`src/rtl/btn_pkg.sv`:
```
// rtl/btn_pkg.sv - shared constants and helpers for the button conditioner
//
// Purpose : default parameter values for btn_debounce and a small helper
//           used to size the optional auto-repeat counter.
// Ports   : none (package).
package btn_pkg;

  localparam int BTN_WIDTH_DEFAULT         = 11;          // 5 bottom + 6 key
  localparam int BTN_DEBOUNCE_DEFAULT      = 2_000_000;   // 20 ms at 100 MHz
  localparam int BTN_REPEAT_DELAY_DEFAULT  = 50_000_000;  // 500 ms at 100 MHz
  localparam int BTN_REPEAT_PERIOD_DEFAULT = 10_000_000;  // 100 ms at 100 MHz

  function automatic int btn_max(input int a, input int b);
    return (a > b) ? a : b;
  endfunction

endpackage

```
`src/rtl/btn_debounce_ch.sv`:
```
// rtl/btn_debounce_ch.sv - one button channel: synchroniser, bounce filter, edge pulses
//
// Purpose : conditions one raw asynchronous button into a debounced level
//           plus registered one-cycle press/release pulses.
// Macro   : BTN_REPEAT_EN adds an auto-repeat press generator while held.
// Ports   :
//   clk_i      - system clock
//   rst_ni     - asynchronous active-low reset
//   raw_i      - raw button, active-high, asynchronous
//   level_o    - debounced level
//   press_o    - one-cycle pulse on accepted press (and each repeat)
//   release_o  - one-cycle pulse on accepted release
module btn_debounce_ch
  import btn_pkg::*;
#(
  parameter int DEBOUNCE_CYCLES = BTN_DEBOUNCE_DEFAULT,
  parameter int REPEAT_DELAY    = BTN_REPEAT_DELAY_DEFAULT,
  parameter int REPEAT_PERIOD   = BTN_REPEAT_PERIOD_DEFAULT
) (
  input  logic clk_i,
  input  logic rst_ni,
  input  logic raw_i,
  output logic level_o,
  output logic press_o,
  output logic release_o
);

  localparam int              CNT_W    = $clog2(DEBOUNCE_CYCLES + 1);
  localparam logic [CNT_W-1:0] CNT_LAST = CNT_W'(DEBOUNCE_CYCLES - 1);

  logic             sync1_q, sync2_q;
  logic             stable_q, stable_d;
  logic [CNT_W-1:0] cnt_q, cnt_d;
  logic             press_q, press_d;
  logic             release_q, release_d;
  logic             accept;
  logic             rep_fire;

  // accept: the synchronised input has differed from stable for the full window
  always_comb begin
    accept    = (sync2_q != stable_q) && (cnt_q == CNT_LAST);
    stable_d  = stable_q;
    cnt_d     = cnt_q;
    if (sync2_q == stable_q) begin
      cnt_d = '0;              // any glitch back to stable restarts the window
    end else if (accept) begin
      stable_d = sync2_q;
      cnt_d    = '0;
    end else begin
      cnt_d = cnt_q + 1'b1;
    end
    // Pulses are registered so they line up with the first cycle of the new level
    press_d   = (accept & sync2_q) | rep_fire;
    release_d = accept & ~sync2_q;
  end

  always_ff @(posedge clk_i or negedge rst_ni) begin
    if (!rst_ni) begin
      sync1_q   <= 1'b0;
      sync2_q   <= 1'b0;
      stable_q  <= 1'b0;
      cnt_q     <= '0;
      press_q   <= 1'b0;
      release_q <= 1'b0;
    end else begin
      sync1_q   <= raw_i;
      sync2_q   <= sync1_q;
      stable_q  <= stable_d;
      cnt_q     <= cnt_d;
      press_q   <= press_d;
      release_q <= release_d;
    end
  end

`ifdef BTN_REPEAT_EN
  localparam int REP_W = $clog2(btn_max(REPEAT_DELAY, REPEAT_PERIOD) + 1);

  logic [REP_W-1:0] rep_cnt_q, rep_cnt_d;
  logic             rep_first_q, rep_first_d;  // 1 until the first repeat has fired
  logic [REP_W-1:0] rep_target;

  // rep_cnt counts edges since the last press pulse; it reloads to 0 on
  // every pulse so no saturation logic is needed.
  always_comb begin
    rep_target  = rep_first_q ? REP_W'(REPEAT_DELAY - 1) : REP_W'(REPEAT_PERIOD - 1);
    rep_fire    = 1'b0;
    rep_cnt_d   = rep_cnt_q;
    rep_first_d = rep_first_q;
    if (accept) begin
      // new press arms the initial delay; release clears (and blocks a pulse)
      rep_cnt_d   = '0;
      rep_first_d = sync2_q;
    end else if (stable_q) begin
      if (rep_cnt_q == rep_target) begin
        rep_fire    = 1'b1;
        rep_cnt_d   = '0;
        rep_first_d = 1'b0;
      end else begin
        rep_cnt_d = rep_cnt_q + 1'b1;
      end
    end else begin
      rep_cnt_d   = '0;
      rep_first_d = 1'b0;
    end
  end

  always_ff @(posedge clk_i or negedge rst_ni) begin
    if (!rst_ni) begin
      rep_cnt_q   <= '0;
      rep_first_q <= 1'b0;
    end else begin
      rep_cnt_q   <= rep_cnt_d;
      rep_first_q <= rep_first_d;
    end
  end
`else
  logic unused_repeat_params;
  assign unused_repeat_params = ^{REPEAT_DELAY, REPEAT_PERIOD};
  assign rep_fire = 1'b0;
`endif

  assign level_o   = stable_q;
  assign press_o   = press_q;
  assign release_o = release_q;

endmodule

```
`src/rtl/btn_debounce.sv`:
```
// rtl/btn_debounce.sv - multi-channel button synchroniser and debouncer
//
// Purpose : WIDTH independent button channels feeding the game controller
//           with clean levels and one-cycle press/release events.
// Macro   : BTN_REPEAT_EN enables per-channel auto-repeat press pulses.
// Ports   :
//   sys_clk     - system clock
//   rst         - asynchronous active-low reset
//   btn_raw     - raw buttons, active-high, asynchronous
//   btn_level   - debounced level per channel
//   btn_press   - one-cycle press pulse per channel
//   btn_release - one-cycle release pulse per channel
module btn_debounce
  import btn_pkg::*;
#(
  parameter int WIDTH           = BTN_WIDTH_DEFAULT,
  parameter int DEBOUNCE_CYCLES = BTN_DEBOUNCE_DEFAULT,
  parameter int REPEAT_DELAY    = BTN_REPEAT_DELAY_DEFAULT,
  parameter int REPEAT_PERIOD   = BTN_REPEAT_PERIOD_DEFAULT
) (
  input  logic             sys_clk,
  input  logic             rst,
  input  logic [WIDTH-1:0] btn_raw,
  output logic [WIDTH-1:0] btn_level,
  output logic [WIDTH-1:0] btn_press,
  output logic [WIDTH-1:0] btn_release
);

  for (genvar i = 0; i < WIDTH; i++) begin : g_ch
    btn_debounce_ch #(
      .DEBOUNCE_CYCLES (DEBOUNCE_CYCLES),
      .REPEAT_DELAY    (REPEAT_DELAY),
      .REPEAT_PERIOD   (REPEAT_PERIOD)
    ) u_ch (
      .clk_i     (sys_clk),
      .rst_ni    (rst),
      .raw_i     (btn_raw[i]),
      .level_o   (btn_level[i]),
      .press_o   (btn_press[i]),
      .release_o (btn_release[i])
    );
  end

endmodule

```
`config.mk`:
```
export PLATFORM = sky130hd
export DESIGN_NAME = btn_debounce
export DESIGN_NICKNAME = d
export VERILOG_FILES = /design/src/rtl/btn_pkg.sv /design/src/rtl/btn_debounce_ch.sv /design/src/rtl/btn_debounce.sv
export SDC_FILE = /design/constraint.sdc
export NUM_CORES = 1
export LEC_CHECK = 0
export CORE_UTILIZATION = 66
export DETAILED_ROUTE_END_ITERATION = 10
export MAX_ROUTING_LAYER = met4
export PLACE_DENSITY = 0.82
export REMOVE_ABC_BUFFERS = 1
export SLEW_MARGIN = 20
export SYNTH_ARGS = -nofsm -noshare
export SYNTH_HDL_FRONTEND = slang
export SYNTH_HIERARCHICAL = 1
export SYNTH_SLANG_ARGS = --single-unit
```
`constraint.sdc`:
```
create_clock -name sys_clk -period 6.2 [get_ports sys_clk]
set_input_delay 1.24 -clock sys_clk [delete_from_list [all_inputs] [get_ports sys_clk]]
set_output_delay 1.24 -clock sys_clk [all_outputs]
set_load 0.02 [all_outputs]
```
# ---- Word level (Yosys, flattened, before mapping)
# Cells that the tools add are included.
dict set report word_totals {
  reg_bits 286
  in_bits 13
}
dict set report op_classes {
  addsub 11
  n_eq_ne 33
  muxes 22
  n_bitwise 44
  n_reduce_logical 22
}
# operator n
set op_table {}
lappend op_table {{two-way mux 21 bit} 22}
lappend op_table {{adder 21 x 1 -> 21 bit (second input constant)} 11}
lappend op_table {{equality test 21 bit (second input constant)} 11}
lappend op_table {{bitwise AND 1 bit} 22}
lappend op_table {{NOT 1 bit} 22}
lappend op_table {{AND reduction 2 bit} 11}
lappend op_table {{equality test 1 bit} 11}
lappend op_table {{logical AND 1 bit} 11}
lappend op_table {{inequality test 1 bit} 11}

# ---- Logic depth before layout (Yosys ltp)
# Gate-level depths: netlist (run 1).
dict set report depth {
  depth_word 4
  mapped_depth 6
  mapped_depth_nobuf 5
}

# ---- Cells and area by module
# The synthesis (run 1) kept the hierarchy.
# mod instances cells_each area_per_inst_um2 seq_area_each_um2
set by_module_without_submodules {}
lappend by_module_without_submodules {btn_debounce_ch 11 116 1231.2 650.6}

# ---- Worst setup path before layout (run 1)
# No wires, ideal clock.
dict set report synth_path {
  kind {register to register}
  start {register g_ch[0].u_ch.cnt_q[0]}
  end {register g_ch[0].u_ch.stable_q}
  setup_ps 125
  arrival_time_ps 1842
  setup_slack_ps 4233
  stages_incl_launch_ff 6
  n_path_buf 0
  period_less_slack_ps 1967
  cell_sequence {dfrtp_1 > ha_1 > and4_1 > nand4_1 > or4_1 > mux2_2}
}
dict set report synth_between {
  elab_chain_len 3
}
# element line_no
set synth_lines {}
lappend synth_lines {{from (decl)} btn_debounce_ch.sv:33} ;# logic [CNT_W-1:0] cnt_q, cnt_d;
lappend synth_lines {{from (signal assigned)} btn_debounce_ch.sv:69} ;# cnt_q <= cnt_d;
lappend synth_lines {{equality test 21 bit} btn_debounce_ch.sv:41} ;# accept = (sync2_q != stable_q) && (cnt_q == CNT_LAST);
lappend synth_lines {{logical AND 1 bit} btn_debounce_ch.sv:41}
lappend synth_lines {{AND reduction 2 bit (no source line)} n/a}
lappend synth_lines {{to (signal assigned)} btn_debounce_ch.sv:68} ;# stable_q <= stable_d;
lappend synth_lines {{to (decl)} btn_debounce_ch.sv:32} ;# logic stable_q, stable_d;
# No other way between the ends.
# A chain may end at the register's enable or synchronous reset.

# ---- Worst setup path in the final report (run 1)
dict set report layout_path {
  start {register g_ch[1].u_ch.stable_q}
  end {output btn_level[1]}
}
# element line_no
set layout_lines {}
lappend layout_lines {{from (decl)} btn_debounce_ch.sv:32}
lappend layout_lines {{from (signal assigned)} btn_debounce_ch.sv:68}
lappend layout_lines {{to (decl)} btn_debounce.sv:24} ;# output logic [WIDTH-1:0] btn_level,
# No word-level cell between the ends.

==> reports/summary.txt, run 1 <==
Clock root cell = clkbuf_16
Worst-case clock skew = 0.0112 ns
Int Pwr = 0.00324 W
List of most frequent post-synthesis cells = dfrtp_1, nor2_1, nand2_1, xnor2_1, xor2_1
Area growth from synthesis to layout = 14.4%
Number of levels in the clock H-tree = 1
Met2 layer wire length in the routed design = 13,300 um
Post-detailed-routing wire length = 26,500 um
N_diodes = 0
Measured slew at the worst slew-check pin = 1.06 ns
Critical Path Slowest Stage Cell = clkdlybuf4s50_1
Synth Flop Type = dfrtp_1
Number of endpoints failing setup at the final stage = 0
Maximum fanout encountered on the critical timing path = 5
Number of vias in the routed layout = 9,859
Final cell count without fillers = 1,622
DR pass1 iterations = 5
Floorplan die height = 145 um
Number of enable-type register cells in the synthesized netlist = 0
Leading post-synthesis cells by cell area = dfrtp_1, xnor2_1, xor2_1, nor2_1, nand4_1
Final Slew Violations = 0
Final global-route overflow total = 0
Worst hold path stage count = 0
Wire length of the first global-routing pass = 46,000 um
Outcome = finished, final reports clean
Simple-Gate Fraction of Synth Area = 0.275
Violation count after the first detailed-routing iteration = 432
Cell breakdown of the critical path = clkdlybuf4s50_1
Switching power of the nets = 0.000826 W
Cell type contributing the most total cell area after synthesis = dfrtp_1
Placer congestion estimate = 0.877
Cts hold-fix bufs = 0
Ports = 46
Main combinational cell family by area after synthesis = simple AND/OR/NAND/NOR gates
Xor/xnor cell area share of the yosys netlist = 0.0996
Site Rows = 52
Most frequently used cell type in the post-synthesis netlist = dfrtp_1
Worst-skew pair later-pin latency = 0.55 ns
Number of port buffers = 45
Fraction of power consumed by the clock network = 0.499
Endpoint required time on the critical path = 4.96 ns
Clock period minus worst slack = 2.86 ns
Power per Cell Area = 262 nW/um^2
Sequential cell area fraction in the yosys report = 0.528
Number of instances in the synthesized netlist = 1,276
Buffer levels on the longest clock path = 3
Number of clock buffers inserted by TritonCTS = 30
Core Util, Final = 0.768
Mux share of post-synthesis cell area = 0.00915
Flip-flop and latch count after synthesis = 286
Area of the core = 20,200 um^2
Synth Area in Adders = 0.0102
Number of placed instances, taps included = 1,570
Sum of met3 wire segment lengths after detailed routing = 897 um
Via count of the first global-routing pass = 9,886
Number of antenna violations at the first check in global routing = 0
Leakage power summed over all cells = 6.37 nW
Fraction of power spent switching nets = 0.203
Worst VDD drop = 345 uV
Max-capacitance violation count = 0
Clock transition time at the flip-flop clock pins of the worst setup and hold paths = 0.06 ns
Crit path buf inv count = 1
Starting density of the core = 0.671
Compound-gate portion of the synthesized area = 0.0610
Count of antenna-violating nets left after detailed routing = 0
Number of different library cells in the post-synthesis netlist = 33
Arrival time reported for the critical path endpoint = 1.62 ns
Achievable clock frequency = 350 MHz
Total die area = 21,100 um^2
Unrepaired setup endpoints after global routing = false
Worst slew slack as a fraction of its limit = 0.288
Count of nets after finishing = 1,357
Horizontal extent of the die = 145 um
Total DRC errors in the routed layout = 0
Post-CTS resize count = 0
All-Layer GR Usage = 0.267
Stages on worst setup path = 1
Total routed wire length on the met1 layer = 11,700 um
Layout cell share with drive strength beyond 1 = 0.127
Sequential cell area = 7160 um^2
Depth of the worst register-to-register path = 6
WS Path Type = reg2out
Delay of the slowest cell on the worst path = 0.64 ns
Detail Placement HPWL = 16,700 um
Setup bufs post-CTS = 0
Flop pwr share = 0.471
Hold WC Path Type = reg2reg
CP delay by family, top = buffers and inverters
Final TNS setup = 0 ns
Highest metal layer used by the detailed router = met4
Combinational share of power = 0.029
Final clock period utilization by the worst path = 0.461
Pin count of the biggest net entering global routing = 153
Endpoint kind of the worst setup timing path = output pin
Clock net sink count = 286
Post-Syn Area = 13,500 um^2
Syn. warnings = 6
Mapped Avg Cell Area = 10.6 um^2
Hold Violations, Final = 0
Average wire length per cell after detail routing = 16.3 um
Type of origin of the critical path = flip-flop
Area used by multi-input combinational logic = 6250 um^2
Post-detailed-route via-to-cell ratio = 6.08
Number of filler cells placed in the layout = 1,293
Async SR Flop Fraction = 1.00
TritonCTS clock tree = yes
Area share of the largest cell type after synthesis = 0.528
## layout make-up
cell class,count,area share
multi-input combinational,946,0.403
clock inverter,14,0.0195
tap,270,0.0218
inverter,11,0.00266
timing repair buffer,58,0.0378
sequential,286,0.462
clock buffer,37,0.0534
## cell usage in the layout (no fill, tap or decap), types with 31 or more instances in the layout
cell type	n
o21ai_0	55
nand2_1	88
nand3_1	44
xnor2_1	77
clkbuf_16	31
clkdlybuf4s50_1	44
a21oi_1	55
nand4_1	55
dfrtp_1	286
or3_1	33
xor2_1	77
nor2_1	154
or4_1	33
## cell families (layout without fill, tap and decap cells)
family                     Yosys count  after routing
AOI/OAI and AO/OA                  143            143
and+or+nand+nor                    627            627
DFF                                286            286
muxes                               11             11
adders and majority gates           11             11
buffers and inverters               44            120
xor gates and xnor gates           154            154
## final timing paths
| kind | from | to | slack, ns |
|---|---|---|---|
| hold reg to reg | g_ch[10].u_ch/sync1_q | g_ch[10].u_ch/sync2_q | 0.35 |
| setup / recovery | g_ch[1].u_ch/level_o | btn_level[1] | 3.34 |
| setup reg to reg | g_ch[1].u_ch/cnt_q[0] | g_ch[1].u_ch/cnt_q[5] | 3.49 |
| max in group asynchronous | rst | g_ch[9].u_ch/cnt_q[3] | 4.12 |
| hold / removal | g_ch[10].u_ch/sync1_q | g_ch[10].u_ch/sync2_q | 0.35 |
| min in group asynchronous | rst | g_ch[0].u_ch/cnt_q[20] | 0.57 |
## stage by stage
| stage | instance area [um^2] | power (W) | hold WS (ns) | setup WS (ns) |
|---|---|---|---|---|
| after floorplan | 13400 | 0.00199 | 0.331 | 3.14 |
| after detailed placement | 14300 | 0.00207 | 0.335 | 3.44 |
| after global placement | 14300 | 0.00206 | 0.333 | 3.45 |
| after global routing | 15500 | 0.00420 | 0.351 | 3.28 |
| after CTS | 15500 | 0.00411 | 0.349 | 3.32 |
| final | 15500 | 0.00407 | 0.346 | 3.34 |
## flip-flops by register name, summed over array words and instances (netlist names)
signal and cells:
g_ch.u_ch/cnt_q 231, g_ch.u_ch/level_o 11, g_ch.u_ch/press_o 11, g_ch.u_ch/release_o 11, g_ch.u_ch/sync1_q 11, g_ch.u_ch/sync2_q 11
## power by group through the flow
stage / Clock [W] / Sequential, W / Combinational [W]
after global placement: 0 / 0.00195 / 0.000115
final: 0.00203 / 0.00192 / 0.000119
after CTS: 0.00207 / 0.00192 / 0.000121
after detailed placement: 0 / 0.00195 / 0.000118
after floorplan: 0 / 0.00194 / 0.0000486
after global routing: 0.00214 / 0.00192 / 0.000137
## routing by layer
metal,global-route usage,up-vias
met4,0.0737,0
met1,0.345,4872
li1,-,4741
met3,0.0321,45
met5,-,-
met2,0.451,201
Note: power is estimated with default switching activity, not from simulation.
==> run 2: changes to the inputs <==
--- a/config.mk
+++ b/config.mk
@@ -5,10 +5,10 @@
 export SDC_FILE = /design/constraint.sdc
 export NUM_CORES = 1
 export LEC_CHECK = 0
-export CORE_UTILIZATION = 66
+export CORE_UTILIZATION = 61
 export DETAILED_ROUTE_END_ITERATION = 10
 export MAX_ROUTING_LAYER = met4
-export PLACE_DENSITY = 0.82
+export PLACE_DENSITY = 0.76
 export REMOVE_ABC_BUFFERS = 1
 export SLEW_MARGIN = 20
 export SYNTH_ARGS = -nofsm -noshare
==> constraint.sdc (replaced) <==
create_clock -name sys_clk -period 2.91 [get_ports sys_clk]
set_input_delay 0.582 -clock sys_clk [delete_from_list [all_inputs] [get_ports sys_clk]]
set_output_delay 0.582 -clock sys_clk [all_outputs]
set_load 0.02 [all_outputs]
==> run 2 against run 1 <==
Net effect:
- sequential power grew 110%
- register-to-register slack lost 2.8 ns
- wire length shrank 3.6%
- hold slack gained 0.0010 ns
- critical path type is now reg2reg
==> reports/summary.txt, run 2 (synthesis gave the netlist of run 1 again) <==
Wire length of the first global-routing pass = 44,200 um (was 46,000 um)
Origin of the critical flop-to-flop path = g_ch[6].u_ch/cnt_q[0] (was g_ch[1].u_ch/cnt_q[0])
Post-detailed-placement cell area = 14,500 um^2 (was 14,300 um^2)
WS Path Type = reg2reg (was reg2out)
Via count of the first global-routing pass = 9,471 (was 9,886)
Starting density of the core = 0.621 (was 0.671)
Measured slew at the worst slew-check pin = 0.539 ns (was 1.06 ns)
Site Rows = 54 (was 52)
Max FFs per register = 231 (unchanged)
Met2 demand-to-capacity share in global routing = 0.375 (was 0.451)
Core Util, Final = 0.713 (was 0.768)
Final worst hold slack = 0.347 ns (was 0.346 ns)
Met1 demand-to-capacity share in global routing = 0.337 (was 0.345)
Violation count after the first detailed-routing iteration = 536 (was 432)
Worst Hold End = g_ch[0].u_ch/sync2_q (was g_ch[10].u_ch/sync2_q)
Average wire length per cell after detail routing = 15.4 um (was 16.3 um)
Floorplan die height = 151 um (was 145 um)
Worst-case clock skew = 0.0217 ns (was 0.0112 ns)
Pin count of the biggest net entering global routing = 68 (was 153)
Worst slew slack as a fraction of its limit = 0.640 (was 0.288)
Endpoint kind of the worst setup timing path = flip-flop (was output pin)
Count of nets after finishing = 1,376 (was 1,357)
Depth of the worst register-to-register path = 5 (was 6)
Global-route layer with the greatest usage = met2 (unchanged)
Unrepaired setup endpoints after global routing = false (unchanged)
Hold WC Path Type = reg2reg (unchanged)
All-Layer GR Usage = 0.241 (was 0.267)
Area growth from synthesis to layout = 15.0% (was 14.4%)
Minimum setup slack after placement = 0.717 ns (was 3.44 ns)
Buffer levels on the longest clock path = 3 (unchanged)
Leakage power summed over all cells = 6.42 nW (was 6.37 nW)
Number of endpoints failing setup at the final stage = 0 (unchanged)
Ports = 46 (unchanged)
Commonest non-fill, non-tap cell in the layout = dfrtp_1 (unchanged)
Setup bufs post-CTS = 0 (unchanged)
Clock net sink count = 286 (unchanged)
Type of origin of the critical path = flip-flop (unchanged)
Number of antenna violations at the first check in global routing = 0 (unchanged)
Outcome = finished, final reports clean (unchanged)
Maximum fanout encountered on the critical timing path = 5 (unchanged)
Post-detailed-route via-to-cell ratio = 5.97 (was 6.08)
Number of placed instances, taps included = 1,598 (was 1,570)
Top library cells by usage in the layout, fill and taps aside = dfrtp_1, nor2_1, nand2_1, xor2_1, xnor2_1 (unchanged)
Worst VDD drop = 516 uV (was 345 uV)
Max-capacitance violation count = 0 (unchanged)
Final cell area excluding filler cells = 15,600 um^2 (was 15,500 um^2)
Arrival time reported for the critical path endpoint = 2.63 ns (was 1.62 ns)
Count of antenna-violating nets left after detailed routing = 0 (unchanged)
Endpoint required time on the critical path = 3.33 ns (was 4.96 ns)
Final cell count without fillers = 1,656 (was 1,622)
Worst hold path stage count = 0 (unchanged)
Total DRC errors in the routed layout = 0 (unchanged)
Worst-skew pair later-pin latency = 0.55 ns (about the same)
Clock period minus worst slack = 2.21 ns
Final global-route overflow total = 0 (unchanged)
DR pass1 iterations = 5 (unchanged)
Detail Placement HPWL = 17,400 um (was 16,700 um)
N_diodes = 0 (unchanged)
Post-detailed-routing wire length = 25,500 um (was 26,500 um)
Top reg by flops = g_ch.u_ch/cnt_q (unchanged)
Worst reg2reg setup slack = 0.70 ns (was 3.49 ns)
Number of vias in the routed layout = 9,893 (was 9,859)
Achievable clock frequency = 452 MHz
Number of clock buffers inserted by TritonCTS = 31 (was 30)
Power per Cell Area = 533 nW/um^2 (was 262 nW/um^2)
Endpoint of the worst register-to-register path = g_ch[6].u_ch/level_o (was g_ch[1].u_ch/cnt_q[5])
Met3 track demand over resource = 0.0331 (was 0.0321)
Placer congestion estimate = 0.875 (was 0.877)
Hold wc startpoint = g_ch[0].u_ch/sync1_q (was g_ch[10].u_ch/sync1_q)
Clock transition time at the flip-flop clock pins of the worst setup and hold paths = 0.06 ns (about the same)
Total die area = 22,800 um^2 (was 21,100 um^2)
Number of filler cells placed in the layout = 1,601 (was 1,293)
Layout cell share with drive strength beyond 1 = 0.137 (was 0.127)
Setup slack after layout = 0.696 ns (was 3.34 ns)
Number of levels in the clock H-tree = 1 (unchanged)
TritonCTS clock tree = yes (unchanged)
Hold Violations, Final = 0 (unchanged)
Area of the core = 21,800 um^2 (was 20,200 um^2)
Number of port buffers = 45 (unchanged)
Clock root cell = clkbuf_16 (unchanged)
Final Slew Violations = 0 (unchanged)
Horizontal extent of the die = 151 um (was 145 um)
Final clock period utilization by the worst path = 0.761
==> run 2: report_power, final <==
part,total [W],internal [W],leakage [nW],switching (W)
clock,0.00395,0.00244,0.513,0.00151
combinational,0.000271,0.0000962,1.99,0.000175
sequential,0.00408,0.00403,3.92,0.0000511
==> run 2: through the flow <==
step | total power, W | setup TNS, ns
after global routing | 0.00861 | 0
after floorplan | 0.00425 | -27.47
final | 0.00830 | 0
after global placement | 0.00442 | 0
after detailed placement | 0.00443 | 0
after CTS | 0.00842 | 0
==> run 2: worst max-delay path: stages (launching register included) <==
cell and delay, ns:
dfrtp_1 0.40, ha_1 0.25, and4_1 0.33, nand4_1 0.20, or4_1 0.62, mux2_2 0.30
==> run 2: worst max path at each step <==
stage	depth (start not counted)	end	startpoint	slack, ns
CTS	1	btn_level[2]	g_ch[2].u_ch/level_o	0.67
finish	5	g_ch[6].u_ch/level_o	g_ch[6].u_ch/cnt_q[0]	0.70
detailed placement	5	g_ch[2].u_ch/level_o	g_ch[2].u_ch/cnt_q[0]	0.72
floorplan	5	g_ch[0].u_ch/cnt_q[10]	g_ch[0].u_ch/cnt_q[0]	-0.15
global route	5	g_ch[6].u_ch/level_o	g_ch[6].u_ch/cnt_q[0]	0.55
global placement	5	g_ch[2].u_ch/level_o	g_ch[2].u_ch/cnt_q[0]	0.79
==> run 2: timing repair <==
| item | CTS | global route |
|---|---|---|
| hold buffers | 1 | 0 |
| endpoints found under the hold margin | 2 | 0 |
| gates resized for setup | 0 | 0 |
==> run 2: cell type report <==
class | count | area [um^2] | share of cell area
Clock inverter | 12 | 166 | 0.0107
Clock buffer | 45 | 878 | 0.0564
Inverter | 11 | 41.3 | 0.00265
Sequential cell | 286 | 7160 | 0.460
Timing Repair Buffer | 76 | 728 | 0.0468
Tap cell | 280 | 350 | 0.0225
Multi-Input combinational cell | 946 | 6250 | 0.401
==> run 2: metal layers <==
layer	vias to the layer above	wire, um
li1	4788	-
met1	4886	11900
met2	190	12200
met3	29	1010
met4	0	359
met5	-	0
